**src/rtl/clock_domain_exporter_if.sv**
```systemverilog
// rtl/clock_domain_exporter_if.sv - crossing bus between exporter (req/data) and importer (ack)
interface clock_domain_exporter_if #(
    parameter int pBits = 8
) ();
    logic             req;
    logic [pBits-1:0] data;
    logic             ack;

    // Exporter drives req/data; importer drives ack back.
    modport exp_master (output req, output data);
    modport exp_slave  (input  req, input  data);
    modport imp_master (output ack);
    modport imp_slave  (input  ack);
endinterface

```
**src/rtl/clock_domain_exporter.sv**
```systemverilog
// rtl/clock_domain_exporter.sv - source half of a toggle-handshake CDC with a small word FIFO
module clock_domain_exporter #(
    parameter int pBits  = 8,
    parameter int pDepth = 4
) (
    input  logic                          clk,
    input  logic                          rst,
    clock_domain_exporter_if.exp_master   cd_e,
    clock_domain_exporter_if.imp_slave    cd_i,
    input  logic                          stb,
    input  logic [pBits-1:0]              data,
    output logic                          ready,
    output logic [$clog2(pDepth):0]       level
);
    localparam int AW = $clog2(pDepth);
    localparam int LW = AW + 1;

    localparam logic [0:0] ST_IDLE = 1'b0;
    localparam logic [0:0] ST_WAIT = 1'b1;

    logic [pBits-1:0] mem_q [pDepth];
    logic [AW-1:0]    wr_ptr_q, wr_ptr_d;
    logic [AW-1:0]    rd_ptr_q, rd_ptr_d;
    logic [LW-1:0]    level_q, level_d;
    logic [1:0]       ack_ff_q, ack_ff_d;
    logic [0:0]       state_q, state_d;
    logic             req_q, req_d;
    logic [pBits-1:0] data_q, data_d;
    logic             ack_s;
    logic             full;
    logic             push;
    logic             pop;

    assign ack_s = ack_ff_q[0];
    assign full  = (level_q == LW'(pDepth));
    assign ready = !full;
    assign level = level_q;
    assign push  = stb && ready;
    // A new word leaves only once the importer has acknowledged the previous one.
    assign pop   = (state_q == ST_IDLE) && (level_q != '0) && (ack_s == req_q);

    assign cd_e.req  = req_q;
    assign cd_e.data = data_q;

    always_comb begin
        ack_ff_d = {cd_i.ack, ack_ff_q[1]};
        wr_ptr_d = wr_ptr_q;
        rd_ptr_d = rd_ptr_q;
        level_d  = level_q;
        state_d  = state_q;
        req_d    = req_q;
        data_d   = data_q;

        if (push) wr_ptr_d = wr_ptr_q + AW'(1);
        if (pop)  rd_ptr_d = rd_ptr_q + AW'(1);

        case ({push, pop})
            2'b10:   level_d = level_q + LW'(1);
            2'b01:   level_d = level_q - LW'(1);
            default: level_d = level_q;
        endcase

        case (state_q)
            ST_IDLE: begin
                if (pop) begin
                    data_d  = mem_q[rd_ptr_q];
                    req_d   = !req_q;
                    state_d = ST_WAIT;
                end
            end
            ST_WAIT: begin
                if (ack_s == req_q) state_d = ST_IDLE;
            end
            default: state_d = ST_IDLE;
        endcase
    end

    always_ff @(posedge clk or posedge rst) begin
        if (rst) begin
            wr_ptr_q <= '0;
            rd_ptr_q <= '0;
            level_q  <= '0;
            ack_ff_q <= 2'b00;
            state_q  <= ST_IDLE;
            req_q    <= 1'b0;
            data_q   <= '0;
        end else begin
            wr_ptr_q <= wr_ptr_d;
            rd_ptr_q <= rd_ptr_d;
            level_q  <= level_d;
            ack_ff_q <= ack_ff_d;
            state_q  <= state_d;
            req_q    <= req_d;
            data_q   <= data_d;
        end
    end

    // Storage keeps its contents across reset; only pointers define validity.
    always_ff @(posedge clk) begin
        if (push) mem_q[wr_ptr_q] <= data;
    end
endmodule

```
**src/flat_wrapper.sv**
```systemverilog
// flat-port wrapper written by rule: the top's interface ports become plain ports
module clock_domain_exporter_flat 
#(
    parameter int pBits  = 8,
    parameter int pDepth = 4
)
  (clk, rst, stb, data, ready, level, cd_e_req, cd_e_data, cd_i_ack);
  clock_domain_exporter_if #(.pBits(pBits)) cd_e_i ();
  clock_domain_exporter_if #(.pBits(pBits)) cd_i_i ();
  input  logic clk;
  input  logic rst;
  input  logic stb;
  input  logic [pBits-1:0] data;
  output logic ready;
  output logic [$clog2(pDepth):0] level;
  output wire logic [$bits(cd_e_i.req)-1:0] cd_e_req;
  output wire logic [$bits(cd_e_i.data)-1:0] cd_e_data;
  input wire logic [$bits(cd_i_i.ack)-1:0] cd_i_ack;
  assign cd_e_req = cd_e_i.req;
  assign cd_e_data = cd_e_i.data;
  assign cd_i_i.ack = cd_i_ack;
  clock_domain_exporter #(.pBits(pBits), .pDepth(pDepth)) u_core (.clk(clk), .rst(rst), .cd_e(cd_e_i), .cd_i(cd_i_i), .stb(stb), .data(data), .ready(ready), .level(level));
endmodule
```
**config.mk**
```make
export PLATFORM = sky130hd
export DESIGN_NAME = clock_domain_exporter_flat
export DESIGN_NICKNAME = d
export VERILOG_FILES = /design/src/rtl/clock_domain_exporter_if.sv /design/src/rtl/clock_domain_exporter.sv /design/src/flat_wrapper.sv
export SDC_FILE = /design/constraint.sdc
export NUM_CORES = 1
export LEC_CHECK = 0
export CAP_MARGIN = 15
export CORE_UTILIZATION = 45
export DETAILED_ROUTE_END_ITERATION = 7
export PLACE_DENSITY = 0.68
export SLEW_MARGIN = 25
export SYNTH_ARGS = -nofsm -noshare
export SYNTH_HDL_FRONTEND = slang
export SYNTH_SLANG_ARGS = --single-unit
```
**constraint.sdc**
```tcl
create_clock -name clk -period 2.9 [get_ports clk]
set_input_delay 0.58 -clock clk [delete_from_list [all_inputs] [get_ports clk]]
set_output_delay 0.58 -clock clk [all_outputs]
set_load 0.02 [all_outputs]
```
==> results.py <==
metrics = {
    "global_routing": {
        "grt_pass1_wl_um": 5310,
        "antenna_found_initial": 0,
        "gr-total-overflow": 0,
        "grt_max_degree": 20,
        "grt_pass1_vias": 1093,
        "grt_usage": 0.167,
    },
    "placement": {
        "post-place-ws_ns": 0.476,
        "portBuffers": 24,
        "post_dp_cell_area_um2": 2310,
        "routabilityCongestion": 0.695,
        "dp_hpwl_um": 2220,
    },
    "route": {
        "postRouteAntennaNets": 0,
        "dr.pass1.iters": 4,
        "routed-via-count": 978,
        "wire_per_inst_um": 17.8,
        "wirelength_um": 3300,
        "viasPerCell": 5.29,
        "drc_errors": 0,
        "drtIter0Drc": 73,
    },
    "floorplan": {
        "fp.dieW_um": 69.0,
        "start_util": 0.487,
        "rows": 23,
        "core_region_area_um2": 4140,
        "io-pin-count": 25,
        "fp.dieArea_um2": 4760,
        "die_h_um": 69.0,
    },
    "critical_path": {
        "cp.required_ns": 2.32,
        "path_class": "reg -> out",
        "startpoint_type": "flop",
        "crit_slowest_cell": "clkdlybuf4s50_1",
        "path_cells": "or3b_4, clkdlybuf4s50_1",
        "slowest_delay_ns": 0.56,
        "critPathMaxFanout": 6,
        "cp.arrival_ns": 1.73,
        "cp-end-kind": "output port",
    },
    "final_layout": {
        "drive_above_1_share": 0.230,
        "stdcell_area_um2": 2390,
        "area_growth_pct": 18.6,
        "diodes": 0,
        "finalNetCount": 152,
    },
    "outcome": {
        "status": "finished clean",
    },
    "pwr": {
        "power.switching_w": 0.000838,
        "vdd_drop_max_uv": 438,
        "leakagePower_nw": 0.902,
        "comb_power_share": 0.378,
        "power_density_nw_per_um2": 1060,
        "power_frac_seq": 0.467,
        "total_power_w": 0.00254,
        "clock_power_share": 0.154,
        "internal_power_w": 0.00170,
        "sw_frac_of_total": 0.330,
    },
    "timing": {
        "min_period_over_period": 0.796,
        "slew_viol_final": 0,
        "fmax_mhz": 433,
        "slew_headroom": 0.495,
        "finalHoldViolCount": 0,
        "finalClockSkew_ns": 0.00351,
        "fin_setup_tns_ns": 0,
        "rsz0062_at_grt": "no",
        "tightestPinTransition_ns": 0.757,
        "finalWorstSetupSlack_ns": 0.593,
        "setup_violations": 0,
        "period_needed_ns": 2.31,
    },
    "clock_tree": {
        "numCtsBuffers": 5,
        "cts_tree": "done",
        "cts-root-buf": "clkbuf_8",
        "clock-sinks": 51,
        "clockBufferDepth": 2,
        "clk_latency_ns": 0.30,
        "cts_setup_buffers": 0,
        "clkSlewWorstSetupHoldPaths_ns": 0.09,
        "postCtsHoldBufs": 0,
        "ctsResizeCount": 0,
        "h-tree-depth": 2,
    },
    "yosys": {
        "synthDistinctLibCells": 23,
        "synthArstFlopShare": 0.373,
        "synthFlopType": "edfxtp_1",
        "ys_seq_area_frac": 0.712,
        "syn_inst": 105,
        "ys_ff_latch": 51,
        "synth_area_um2": 2020,
        "syn_area_per_cell_um2": 19.2,
        "yosysWarnings": 0,
        "synth_edf_count": 32,
        "syn_nets": 123,
    },
    "job": {
        "maxCapViolations": 0,
    },
    "hold_path": {
        "hp-class": "reg -> reg",
    },
}
==> metal layers <==
metal,up-vias,global-route usage,wire [um]
met2,21,0.291,1670
met1,502,0.190,1420
li1,446,-,-
met4,0,0.0689,67
met3,9,0.0510,138
met5,-,0,0
==> power groups by stage <==
stage / clock network (W) / registers [W] / logic [W]
floorplan: 0 / 0.00122 / 0.000613
global placement: 0 / 0.00119 / 0.000946
detailed placement: 0 / 0.00121 / 0.000981
CTS: 0.000395 / 0.00119 / 0.000981
global route: 0.000423 / 0.00122 / 0.00105
finish: 0.000392 / 0.00119 / 0.000961
==> cells in the final DEF (no fill, tap or decap), types with 4 or more instances in the layout <==
| master | Yosys | final |
|---|---|---|
| mux2_2 | 8 | 8 |
| ha_1 | 5 | 5 |
| edfxtp_1 | 32 | 32 |
| clkbuf_8 | 0 | 5 |
| inv_1 | 7 | 7 |
| mux4_2 | 8 | 8 |
| dfrtp_1 | 19 | 19 |
| and3_2 | 4 | 4 |
| clkdlybuf4s50_1 | 0 | 24 |
| xor2_1 | 5 | 5 |
==> synth_stat cells, drive strengths merged, types with 2 or more instances <==
library cell  instances  share of area
nor3                  2         0.0074
dfrtp                19           0.24
mux4                  8          0.089
edfxtp               32           0.48
xnor2                 2         0.0087
buf                   2         0.0074
mux2                  9          0.052
ha                    5          0.031
and3                  4          0.015
inv                   7          0.013
xor2                  5          0.022
==> sequential cells by signal, indices dropped and copies added, names as in the netlist <==
| name | flops |
|---|---|
| u_core.rd_ptr_q | 2 |
| u_core.wr_ptr_q | 2 |
| u_core.level | 3 |
| u_core.cd_e.data | 8 |
| u_core.ack_ff_q | 2 |
| u_core.mem_q | 32 |
| u_core.state_q | 1 |
| u_core.cd_e.req | 1 |
==> final timing paths <==
| path | end | slack (ns) | depth (start not counted) | startpoint |
|---|---|---|---|---|
| min reg2reg | u_core.ack_ff_q[0] | 0.35 | 0 | u_core.ack_ff_q[1] |
| max | ready | 0.59 | 2 | u_core.level[0] |
| min in group asynchronous | u_core.cd_e.data[0] | 0.71 | 2 | rst |
| max in group asynchronous | u_core.cd_e.data[5] | 1.71 | 2 | rst |
| min | u_core.ack_ff_q[0] | 0.35 | 0 | u_core.ack_ff_q[1] |
| max reg2reg | u_core.level[2] | 0.65 | 9 | u_core.level[0] |
==> through the flow <==
stage	hold WS [ns]	utilization	std cells
final	0.354	0.578	185
after CTS	0.359	0.578	185
after global placement	0.333	0.557	177
after floorplan	0.331	-	105
after detailed placement	0.339	0.557	177
after global routing	0.362	0.578	185
==> final cells by class <==
class                   count  area (um2)
inverters                   7        26.3
fillers                   322        1750
multi-input cells          44         537
repair buffers             25         248
clock buffers               5        68.8
well taps                  50        62.6
clock inverters             3        15.0
flip-flops and latches     51        1440
==> cell families after synthesis <==
group,Yosys count,synth area share
flops,51,0.712
mux,18,0.146
buf+inv,10,0.0223
simple gates,10,0.0384
xor+xnor,7,0.0304
fa+ha+maj,6,0.0409
compound gates,3,0.00992
==> worst max-delay path: cells and delay by family (launching register included) <==
kind,cells,cell delay [ns]
flops,1,0.45
buf+inv,1,0.56
simple gates,1,0.43
(Power assumes the default switching activity.)
